File: src/rtl/ines_loader_if.sv
// iNES loader bus bundle.
//   in_*  : byte stream from the image source (valid/ready handshake)
//   mem_* : registered single-byte write request to the target memory
//   mapper_flags/done/error/err_code : decoded header and load status
// master = loader side, slave = environment (source + memory) side.
interface ines_loader_if #(
  parameter int unsigned ADDR_W = 22
);
  logic [7:0]        in_data;
  logic              in_valid;
  logic              in_ready;
  logic [ADDR_W-1:0] mem_addr;
  logic [7:0]        mem_data;
  logic              mem_write;
  logic              mem_ready;
  logic [31:0]       mapper_flags;
  logic              done;
  logic              error;
  logic [1:0]        err_code;

  modport master (
    input  in_data, in_valid, mem_ready,
    output in_ready, mem_addr, mem_data, mem_write, mapper_flags, done, error, err_code
  );

  modport slave (
    output in_data, in_valid, mem_ready,
    input  in_ready, mem_addr, mem_data, mem_write, mapper_flags, done, error, err_code
  );
endinterface

File: src/rtl/ines_loader.sv
// iNES / NES2.0 ROM image loader.
// Parses the 16-byte header, optionally skips or stores the 512-byte trainer, then streams
// PRG bytes from PRG_BASE and CHR bytes from CHR_BASE as single-byte memory writes.
// Ports: clk, reset_n (async, active low); bus (ines_loader_if.master) carries the input
// byte stream, the memory write port and the header/status outputs.
module ines_loader #(
  parameter int unsigned       ADDR_W       = 22,
  parameter logic [ADDR_W-1:0] PRG_BASE     = '0,
  parameter logic [ADDR_W-1:0] CHR_BASE     = 22'h200000,
  parameter bit                TRAINER_LOAD = 1'b0,
  parameter logic [ADDR_W-1:0] TRAINER_BASE = 22'h3FFE00
) (
  input logic            clk,
  input logic            reset_n,
  ines_loader_if.master  bus
);

  localparam int unsigned CntW     = 27;
  localparam logic [63:0] PrgSpace = 64'(CHR_BASE) - 64'(PRG_BASE);
  localparam logic [63:0] ChrSpace = (64'd1 << ADDR_W) - 64'(CHR_BASE);

  typedef enum logic [2:0] {StHdr, StTrn, StPrg, StChr, StDone, StErr} state_e;

  state_e            state_q, state_d;
  logic [7:0]        hdr_q [16];
  logic [7:0]        hdr_w [16];
  logic [3:0]        hdr_cnt_q, hdr_cnt_d;
  logic              run_q;
  logic [ADDR_W-1:0] addr_q, addr_d;
  logic [CntW-1:0]   remain_q, remain_d;
  logic [ADDR_W-1:0] mem_addr_q, mem_addr_d;
  logic [7:0]        mem_data_q, mem_data_d;
  logic              mem_write_q, mem_write_d;
  logic [1:0]        err_code_q, err_code_d;

  logic              in_ready, xfer, take_write;
  logic              nes2, dirty, magic_ok, prg_ovf, chr_ovf;
  logic [11:0]       prg_pages, chr_pages;
  logic [CntW-1:0]   prg_bytes, chr_bytes;
  logic [31:0]       flags;

  // Smallest n with pages <= 2^n, saturating at 7.
  function automatic logic [2:0] size_log2(input logic [11:0] pages);
    logic [2:0] n;
    n = 3'd7;
    for (int i = 6; i >= 0; i--) begin
      if (32'(pages) <= (32'd1 << i)) n = 3'(i);
    end
    return n;
  endfunction

  // A region with remain_q == 0 is draining its last write; no more bytes are taken.
  always_comb begin
    in_ready = 1'b0;
    case (state_q)
      StHdr:               in_ready = run_q;
      StTrn, StPrg, StChr: in_ready = (remain_q != '0) && (!mem_write_q || bus.mem_ready);
      default:             in_ready = 1'b0;
    endcase
  end

  assign xfer = bus.in_valid && in_ready;

  // Header view including the byte arriving this cycle, so the 16th byte decodes immediately.
  always_comb begin
    hdr_w = hdr_q;
    if (state_q == StHdr && xfer) hdr_w[hdr_cnt_q] = bus.in_data;
  end

  always_comb begin
    nes2      = (hdr_w[7][3:2] == 2'b10);
    dirty     = !nes2 && (|{hdr_w[8], hdr_w[9], hdr_w[10], hdr_w[11],
                            hdr_w[12], hdr_w[13], hdr_w[14], hdr_w[15]});
    magic_ok  = ({hdr_w[0], hdr_w[1], hdr_w[2], hdr_w[3]} == 32'h4E45_531A);
    prg_pages = nes2 ? {hdr_w[9][3:0], hdr_w[4]} : {4'b0, hdr_w[4]};
    chr_pages = nes2 ? {hdr_w[9][7:4], hdr_w[5]} : {4'b0, hdr_w[5]};
    prg_bytes = CntW'(prg_pages) << 14;
    chr_bytes = CntW'(chr_pages) << 13;
    prg_ovf   = 64'(prg_bytes) > PrgSpace;
    chr_ovf   = 64'(chr_bytes) > ChrSpace;

    flags        = '0;
    flags[7:0]   = {dirty ? 4'h0 : hdr_w[7][7:4], hdr_w[6][7:4]};
    flags[10:8]  = size_log2(prg_pages);
    flags[13:11] = size_log2(chr_pages);
    flags[14]    = hdr_w[6][0];
    flags[15]    = (chr_pages == 12'd0);
    flags[16]    = hdr_w[6][3];
    flags[17]    = hdr_w[6][1];
    flags[18]    = hdr_w[6][2];
    flags[22:19] = nes2 ? hdr_w[8][3:0] : 4'h0;
    flags[26:23] = nes2 ? hdr_w[8][7:4] : 4'h0;
    flags[27]    = nes2;
  end

  always_comb begin
    state_d     = state_q;
    hdr_cnt_d   = hdr_cnt_q;
    addr_d      = addr_q;
    remain_d    = remain_q;
    mem_addr_d  = mem_addr_q;
    mem_data_d  = mem_data_q;
    mem_write_d = mem_write_q && !bus.mem_ready;
    err_code_d  = err_code_q;
    take_write  = 1'b0;

    case (state_q)
      StHdr: begin
        if (xfer) begin
          hdr_cnt_d = hdr_cnt_q + 4'd1;
          if (hdr_cnt_q == 4'd15) begin
            if (!magic_ok) begin
              state_d    = StErr;
              err_code_d = 2'd1;
            end else if (prg_pages == 12'd0) begin
              state_d    = StErr;
              err_code_d = 2'd2;
            end else if (prg_ovf || chr_ovf) begin
              state_d    = StErr;
              err_code_d = 2'd3;
            end else if (hdr_w[6][2]) begin
              state_d  = StTrn;
              remain_d = CntW'(512);
              addr_d   = TRAINER_BASE;
            end else begin
              state_d  = StPrg;
              remain_d = prg_bytes;
              addr_d   = PRG_BASE;
            end
          end
        end
      end
      StTrn: begin
        if (xfer) begin
          take_write = TRAINER_LOAD;
          addr_d     = addr_q + ADDR_W'(1);
          remain_d   = remain_q - CntW'(1);
          if (remain_q == CntW'(1)) begin
            state_d  = StPrg;
            remain_d = prg_bytes;
            addr_d   = PRG_BASE;
          end
        end
      end
      StPrg: begin
        if (xfer) begin
          take_write = 1'b1;
          addr_d     = addr_q + ADDR_W'(1);
          remain_d   = remain_q - CntW'(1);
          // Switch on the last PRG byte so the first CHR byte follows with no bubble.
          if (remain_q == CntW'(1) && chr_pages != 12'd0) begin
            state_d  = StChr;
            remain_d = chr_bytes;
            addr_d   = CHR_BASE;
          end
        end else if (remain_q == '0 && !mem_write_d) begin
          state_d = StDone;
        end
      end
      StChr: begin
        if (xfer) begin
          take_write = 1'b1;
          addr_d     = addr_q + ADDR_W'(1);
          remain_d   = remain_q - CntW'(1);
        end else if (remain_q == '0 && !mem_write_d) begin
          state_d = StDone;
        end
      end
      default: ;
    endcase

    if (take_write) begin
      mem_addr_d  = addr_q;
      mem_data_d  = bus.in_data;
      mem_write_d = 1'b1;
    end
  end

  always_ff @(posedge clk or negedge reset_n) begin
    if (!reset_n) begin
      state_q     <= StHdr;
      hdr_cnt_q   <= '0;
      run_q       <= 1'b0;
      addr_q      <= '0;
      remain_q    <= '0;
      mem_addr_q  <= '0;
      mem_data_q  <= '0;
      mem_write_q <= 1'b0;
      err_code_q  <= '0;
    end else begin
      state_q     <= state_d;
      hdr_cnt_q   <= hdr_cnt_d;
      run_q       <= 1'b1;
      addr_q      <= addr_d;
      remain_q    <= remain_d;
      mem_addr_q  <= mem_addr_d;
      mem_data_q  <= mem_data_d;
      mem_write_q <= mem_write_d;
      err_code_q  <= err_code_d;
    end
  end

  // Header storage needs no reset; its contents are only used after 16 fresh bytes.
  always_ff @(posedge clk) begin
    hdr_q <= hdr_w;
  end

  assign bus.in_ready     = in_ready;
  assign bus.mem_addr     = mem_addr_q;
  assign bus.mem_data     = mem_data_q;
  assign bus.mem_write    = mem_write_q;
  assign bus.mapper_flags = flags;
  assign bus.done         = (state_q == StDone);
  assign bus.error        = (state_q == StErr);
  assign bus.err_code     = err_code_q;

endmodule

File: src/flat_wrapper.sv
// flat-port wrapper written by rule: the top's interface ports become plain ports
module ines_loader_flat 
#(
  parameter int unsigned       ADDR_W       = 22,
  parameter logic [ADDR_W-1:0] PRG_BASE     = '0,
  parameter logic [ADDR_W-1:0] CHR_BASE     = 22'h200000,
  parameter bit                TRAINER_LOAD = 1'b0,
  parameter logic [ADDR_W-1:0] TRAINER_BASE = 22'h3FFE00
)
  (clk, reset_n, bus_in_data, bus_in_valid, bus_mem_ready, bus_in_ready, bus_mem_addr, bus_mem_data, bus_mem_write, bus_mapper_flags, bus_done, bus_error, bus_err_code);
  ines_loader_if #(.ADDR_W(ADDR_W)) bus_i ();
  input logic clk;
  input logic reset_n;
  input wire logic [$bits(bus_i.in_data)-1:0] bus_in_data;
  input wire logic [$bits(bus_i.in_valid)-1:0] bus_in_valid;
  input wire logic [$bits(bus_i.mem_ready)-1:0] bus_mem_ready;
  output wire logic [$bits(bus_i.in_ready)-1:0] bus_in_ready;
  output wire logic [$bits(bus_i.mem_addr)-1:0] bus_mem_addr;
  output wire logic [$bits(bus_i.mem_data)-1:0] bus_mem_data;
  output wire logic [$bits(bus_i.mem_write)-1:0] bus_mem_write;
  output wire logic [$bits(bus_i.mapper_flags)-1:0] bus_mapper_flags;
  output wire logic [$bits(bus_i.done)-1:0] bus_done;
  output wire logic [$bits(bus_i.error)-1:0] bus_error;
  output wire logic [$bits(bus_i.err_code)-1:0] bus_err_code;
  assign bus_i.in_data = bus_in_data;
  assign bus_i.in_valid = bus_in_valid;
  assign bus_i.mem_ready = bus_mem_ready;
  assign bus_in_ready = bus_i.in_ready;
  assign bus_mem_addr = bus_i.mem_addr;
  assign bus_mem_data = bus_i.mem_data;
  assign bus_mem_write = bus_i.mem_write;
  assign bus_mapper_flags = bus_i.mapper_flags;
  assign bus_done = bus_i.done;
  assign bus_error = bus_i.error;
  assign bus_err_code = bus_i.err_code;
  ines_loader #(.ADDR_W(ADDR_W), .PRG_BASE(PRG_BASE), .CHR_BASE(CHR_BASE), .TRAINER_LOAD(TRAINER_LOAD), .TRAINER_BASE(TRAINER_BASE)) u_core (.clk(clk), .reset_n(reset_n), .bus(bus_i));
endmodule
File: config.mk
export PLATFORM = sky130hd
export DESIGN_NAME = ines_loader_flat
export DESIGN_NICKNAME = d
export VERILOG_FILES = /design/src/rtl/ines_loader_if.sv /design/src/rtl/ines_loader.sv /design/src/flat_wrapper.sv
export SDC_FILE = /design/constraint.sdc
export NUM_CORES = 1
export LEC_CHECK = 0
export ABC_AREA = 1
export CAP_MARGIN = 20
export CORE_MARGIN = 3
export CORE_UTILIZATION = 29
export DETAILED_ROUTE_END_ITERATION = 6
export PLACE_DENSITY = 0.48
export SYNTH_ARGS = -nofsm -noshare
export SYNTH_HDL_FRONTEND = slang
export SYNTH_SLANG_ARGS = --single-unit
File: constraint.sdc
create_clock -name clk -period 2.8 [get_ports clk]
set_input_delay 0.28 -clock clk [delete_from_list [all_inputs] [get_ports clk]]
set_output_delay 0.28 -clock clk [all_outputs]
set_load 0.02 [all_outputs]
Word level (Yosys, flattened, before mapping)
Index checks and enable logic that the tools add are counted.

cells by class
  add/sub/neg operators = 3
  magnitude comparators = 18
  equal/unequal tests = 21
  muxes and demuxes = 67
  bitwise operators = 1
  reduce and logical (&&, ||, !) cells = 28

operators by type and width
  kind                     number
  $mux W27                 10
  $mux W22                 11
  $bwmux W128              1
  $mux W128                1
  $pmux W27 S4             1
  $pmux W22 S4             1
  $reduce_or A64 Y1        1
  $mux W3                  19
  $demux W8 S4             1
  $eq A32 B31 Y1 const B   1
  $eq A27 B1 Y1 const B    1
  $logic_not A27 Y1        1
  $reduce_bool A27 Y1      1
  $sub A27 B1 Y27 const B  1
  $gt A26 B22 Y1 const B   1
  $mux W26                 1
  $gt A25 B22 Y1 const B   1
  $le A12 B1 Y1 const B    2
  $le A12 B2 Y1 const B    2
  $le A12 B3 Y1 const B    2
  $le A12 B4 Y1 const B    2
  $le A12 B5 Y1 const B    2
  $le A12 B6 Y1 const B    2
  $le A12 B7 Y1 const B    2
  other kinds (33)         70

storage, ports and cells
  register bits = 218
  bits of input ports = 12
  output and inout bits = 68
  word-level logic and storage cells = 164

Longest topological paths before layout
  word-level depth = 17
  depth in mapped cells = 22
  mapped depth without buffers = 20

Worst setup path before layout
Ideal clock, no wire load.

  kind = flip-flop to output port
  start = reg u_core.hdr_cnt_q[1]
  end = out bus_mapper_flags[11]
  data arrival time = 2571 ps
  data required time = 2520 ps
  slack = -51 ps
  cell stages (with the launch flop) = 16
  buffers on the path = 1
  cell sequence = dfrtp_1 -> inv_1 -> ha_1 -> nand3_1 -> nor2_1 -> buf_2 -> nand2_1 -> o21ai_0 -> nand3_1 -> nor2_1 -> nand3_1 -> o21ai_0 -> inv_1 -> nand2_1 -> nand2_1 -> a21oi_1

on the way
  word-level cells in the longest chain between the ends = 17
  elaborated cells between the ends (all ways) = 24
  those cells by class = order compare (9); eq/ne (1); mux (12); bitwise (1); reduce/logical (1)

RTL lines
  what                                                                RTL line            text
  start: declaration                                                  ines_loader.sv:27   logic [3:0] hdr_cnt_q, hdr_cnt_d;
  start signal: assignment                                            ines_loader.sv:192  hdr_cnt_q <= hdr_cnt_d;
  $not A4 Y5 (not written as such) (*)                                ines_loader.sv:67   if (state_q == StHdr && xfer) hdr_w[hdr_cnt_q] = bus.in_data;
  $ge A5 B5 Y1 (not written as such) or $lt A5 B1 Y1 (tied branches)  ines_loader.sv:67
  $logic_and A1 B1 Y1 (not written as such)                           ines_loader.sv:67
  $mux W8 (not written as such)                                       ines_loader.sv:67
  $demux W8 S4 (*)                                                    ines_loader.sv:67
  $bwmux W128 (*)                                                     ines_loader.sv:67
  $mux W128 (*)                                                       ines_loader.sv:67
  $eq A2 B2 Y1                                                        ines_loader.sv:71   nes2 = (hdr_w[7][3:2] == 2'b10);
  $mux W12 (*)                                                        ines_loader.sv:76   chr_pages = nes2 ? {hdr_w[9][7:4], hdr_w[5]} : {4'b0, hdr_w[5]};
  $le A12 B7 Y1                                                       ines_loader.sv:47   if (32'(pages) <= (32'd1 << i)) n = 3'(i);
  $mux W1                                                             ines_loader.sv:47
  $mux W2 (2 in a row)                                                ines_loader.sv:47
  $mux W3 (3 in a row)                                                ines_loader.sv:47
  $mux W3 (*)                                                         ines_loader.sv:47
  end: declaration                                                    flat_wrapper.sv:21  output wire logic [$bits(bus_i.mapper_flags)-1:0] bus_mapper_flags;

Every way passes the cells marked *; elsewhere a longest branch is shown, timed or not.

Worst setup path after layout
  start = reg u_core.state_q[1]
  end = out bus_mapper_flags[11]

on the way
  word-level cells in the longest chain between the ends = 16
  elaborated cells between the ends (all ways) = 25
  those cells by class = order compare (7); eq/ne (4); mux (10); reduce/logical (4)

RTL lines
  what                                          RTL line            text
  start: declaration                            ines_loader.sv:24   state_e state_q, state_d;
  start signal: assignment                      ines_loader.sv:181  state_q <= StHdr;
  start signal: assignment                      ines_loader.sv:191  state_q <= state_d;
  $eq A3 B1 Y1 or $eq A3 B2 Y1 (tied branches)  ines_loader.sv:55   case (state_q)
  $reduce_or A3 Y1                              ines_loader.sv:55
  $pmux W1 S2                                   ines_loader.sv:55
  $logic_and A1 B1 Y1                           ines_loader.sv:62   assign xfer = bus.in_valid && in_ready;
  $logic_and A1 B1 Y1 (*)                       ines_loader.sv:67
  $mux W128 (*)                                 ines_loader.sv:67
  $eq A2 B2 Y1                                  ines_loader.sv:71
  $mux W12 (*)                                  ines_loader.sv:76
  $le A12 B7 Y1                                 ines_loader.sv:47
  $mux W1                                       ines_loader.sv:47
  $mux W2 (2 in a row)                          ines_loader.sv:47
  $mux W3 (3 in a row)                          ines_loader.sv:47
  $mux W3 (*)                                   ines_loader.sv:47

Marks and branches as above.

==> summary.md <==
| Metric | Value |
|---|---|
| Run status | complete, but fails checks |
| Failing checks | setup timing |
| Critical Path Slowest Stage Cell | sky130_fd_sc_hd__dfrtp_1 |
| Crit path top cell by count | sky130_fd_sc_hd__nand2_1 |
| Met2 usage | between 20% and 30% |
| Switching share of total power | 22.7% |
| Sinks on the clock net | ~220 |
| Residual antenna-violating net count after detailed routing | 0 |
| Violation count after the first detailed-route iteration | 480 |
| Final count of hold timing violations | 0 |
| Overflow after GRT | 0 |
| Number of placement rows | 71 |
| Total GRT Usage | ~17% |
| Maximum clock frequency | 0.305 GHz |
| Count of yosys warnings during synthesis | 0 |
| Crit path from | u_core.state_q[1] |
| Sequential fraction of design power | a little under half |
| Placed wire-length estimate after detailed placement | approximately 26000 µm |
| Reg2reg end | u_core.remain_q[19] |
| Leakage Power | roughly 8.1 nW |
| Clock slew at the register clock pins of the worst setup and hold paths | approximately 0.060 ns |
| Data required time at the worst endpoint | 2.52 ns |
| Headroom to the max-slew limit | between 60% and 70% |
| Max-cap violation count | 0 |
| Worst-case setup margin in the final layout | -0.476 ns |
| Worst hold path class | in -> async |
| Critical path capture point type | output pin |
| Worst setup SP type | flop |
| Maximum number of pins on one net before global-route repair | 44 |
| Post-synthesis instance total | 1665 |
| Global Route met1 Usage | a little over a fifth |
| Layout-stage area growth over the synthesis result | 48.2% |
| Total number of H-tree levels | 1 |
| Cell Int Power | 5.38 mW |
| Fill cells | roughly 3900 |
| Synth Cell Area | 0.0113 mm² |
| Yosys cell types | 42 |
| Post-synthesis register bit count | 216 |
| Mean post-synth cell area | between 6 and 7 µm² |
| Initial standard-cell utilization of the core | around 30% |
| Most used routing layer | met2 |
| Reg2reg start | u_core.state_q[1] |
| Final total negative setup slack | -8.80 ns |
| Proportion of synthesized chip area in sequential cells | 42.3% |
| Top-area cell type share of the netlist area | between 20 and 25% |
| Clock tree skew after final layout | 0.0132 ns |
| Number of antenna violations at the first check in global routing | 0 |
| Via-to-Cell Ratio | between 4 and 5 |
| Data arrival, critical path | about 3.0 ns |
| Number of design rule violations left after detail routing | 0 |
| Clk pwr share | between 50% and 60% |
| Routed wire length per instance | around 14 µm |
| Die Footprint | approximately 0.041 mm² |
| Ratio of cells with drive above 1 in the final layout | 28.9% |
| Clock insertion delay at the later pin of the skew report | ~0.54 ns |
| Number of global-route vias before repair | 11000 |
| Global-route track usage on met3 | slightly above 2% |
| Number of cells on the critical path | 19 |
| Total CTS buffers | 27 |
| Unrepaired setup endpoints after global routing | true |
| Areal power density over the cells | approximately 420 mW/mm² |
| Final-stage net count | between 1500 and 2000 |
| Final Cycle Share | 117% |
| Post-layout instance count excluding filler cells | 2508 |
| Drt pass-1 iters | 4 |
| Count of antenna diodes in the layout | 0 |
| Root Buffer Master | sky130_fd_sc_hd__clkbuf_16 |
| Cells along the critical path | nor2_4 -> nand4_4 -> buf_12 -> nor2_4 -> buf_8 -> buf_6 -> nand2_2 -> nand2_2 -> nand3_2 -> nor2_2 -> nand3_2 -> nand2_2 -> inv_2 -> nand2_1 -> nand2_1 -> nand2_1 -> nand2_1 -> a21oi_2 -> buf_4 |
| Final setup violation count | 60 |
| First-pass GRT wire length | ~57000 µm |
| Worst setup timing slack at the placement stage | -0.955 ns |
| Pin slew with the least headroom to its limit | 0.556 ns |
| Number of cells on the worst reg-to-reg path | 20 |
| Die height | just over 200 µm |
| Fraction of power consumed by combinational cells | 3.3% |
| Buf/Inv on CP | 5 |
| I/O Buffers | 75 |
| Maximum clock path buffer count | 3 |
| Vias after detailed routing | around 11000 |
| Worst ir drop on vdd | approximately 0.44 mV |
| Largest cells by area after synthesis | sky130_fd_sc_hd__dfxtp_1 (22%), sky130_fd_sc_hd__nand2_1 (21%), sky130_fd_sc_hd__dfrtp_1 (20%) |
| TritonCTS clock tree | built |
| Delay-heaviest family, CP | simple AND/OR/NAND/NOR gates |
| Flop-to-flop setup slack | -0.14 ns |
| Total net switching power | roughly 1.6 mW |
| Num ports | 80 |
| Clock period minus worst slack | between 3 and 4 ns |
| Final estimated routing congestion in global placement | roughly 0.92 |
| Worst-path maximum fanout | 8 |
| Highest cell delay on the worst timing path | ~0.40 ns |
| Final Max Slew Viols | 0 |
| Horizontal extent of the die | 203 µm |
| Synth area leader | sky130_fd_sc_hd__dfxtp_1 |
| Core ar. | roughly 0.038 mm² |
| Cell count after placement | between 2000 and 2500 |
| Wire length reported by the detailed router | 36300 µm |
| Setup CP Type | reg -> out |
==> worst max path at each step <==
stage                                end  slack (ns)
floorplan            bus_mapper_flags[4]       -0.01
global placement     bus_mapper_flags[7]       -0.95
detailed placement   bus_mapper_flags[7]       -0.95
CTS                 bus_mapper_flags[11]       -0.48
global route        bus_mapper_flags[11]       -0.67
finish              bus_mapper_flags[11]       -0.48
==> cells in the final DEF, fill, tap and decap left out, drive strengths merged, types with 5 or more instances in the layout <==
cell             n
nor2           150
o21ai          187
nand2          626
nand4           28
dfrtp           90
clkbuf          46
xnor2           10
ha               7
clkdlybuf4s50   45
nand3           67
nor4             9
buf            293
clkinv           6
dfxtp          126
conb             5
nor3            27
inv            190
a21oi           26
mux2             7
xor2            25
==> power groups by stage <==
stage | registers, mW | clock network, mW | logic (mW)
finish | 3.14 | 3.59 | 0.228
global route | 3.14 | 3.81 | 0.253
CTS | 3.13 | 3.71 | 0.228
detailed placement | 3.20 | 0 | 0.224
global placement | 3.20 | 0 | 0.225
floorplan | 3.20 | 0 | 0.0754
==> final cells by class <==
type                       instances  area, µm²  share of cell area (%)
clock inverter                    13        166                   0.996
clock buffer                      36        751                    4.49
tap                              511        639                    3.82
inverter                         189        727                    4.35
timing repair buffer             349       3280                    19.6
multi-input combinational       1194       6380                    38.2
sequential                       216       4780                    28.6
==> cell families after synthesis <==
family / Yosys count / share of synthesized area (%)
buffers and inverters: 260 / 10.1
flip-flops: 216 / 42.3
XOR/XNOR: 35 / 2.72
AND/OR/NAND/NOR: 915 / 33.2
adder cells (fa/ha/maj): 7 / 0.777
multiplexers: 7 / 0.699
AO/OA/AOI/OAI: 223 / 10.2
other: 2 / 0.0666
==> flip-flops by register name, summed over array words and instances (netlist names) <==
register	cells
u_core.hdr_q	126
u_core.run_q	1
u_core.addr_q	22
u_core.hdr_cnt_q	4
u_core.bus.mem_write	1
u_core.bus.err_code	2
u_core.bus.mem_addr	22
u_core.state_q	3
u_core.remain_q	27
u_core.bus.mem_data	8
==> metrics by stage <==
stage          cell area, µm²  util [%]  hold slack, ns  power (mW)
2_1_floorplan           11300         -         -0.0156        3.27
4_1_cts                 15800      41.7           0.245        7.08
5_1_grt                 16700      44.0           0.270        7.20
6_report                16700      44.0           0.252        6.95
3_5_place_dp            14100      37.1           0.287        3.42
3_3_place_gp            14100      37.1           0.294        3.42
==> cell usage after synthesis (all sizes together) <==
cell / number
and2: 2
inv: 189
a21boi: 1
dfrtp: 90
o22ai: 4
nor4: 9
nand4: 28
nor2: 150
a31oi: 1
o21ai: 187
nand2: 625
o21bai: 1
o2111ai: 1
clkbuf: 27
buf: 44
nand3: 66
xor2: 25
conb: 2
nor3: 27
xnor2: 10
dfxtp: 126
o211ai: 1
mux2: 7
or2: 4
nand3b: 4
a32o: 1
ha: 7
a21oi: 26
==> timing repair <==
item / in CTS / in global routing
cloned: 1 / 11
hold buffers: 1 / 0
gates resized for setup: 311 / 205
pin swaps: 41 / 59
hold endpoints to repair: 36 / 0
endpoints found under the setup margin: 83 / 83
setup buffers: 28 / 20
==> metal layers <==
layer | vias to the layer above | wire, µm | share of wire (%)
met1 | 5340 | 16200 | 45
met5 | - | 0 | 0
met4 | 0 | 1080 | 3.0
met2 | 152 | 18200 | 50
li1 | 5848 | - | -
met3 | 56 | 888 | 2.4
(Power assumes the default switching activity.)
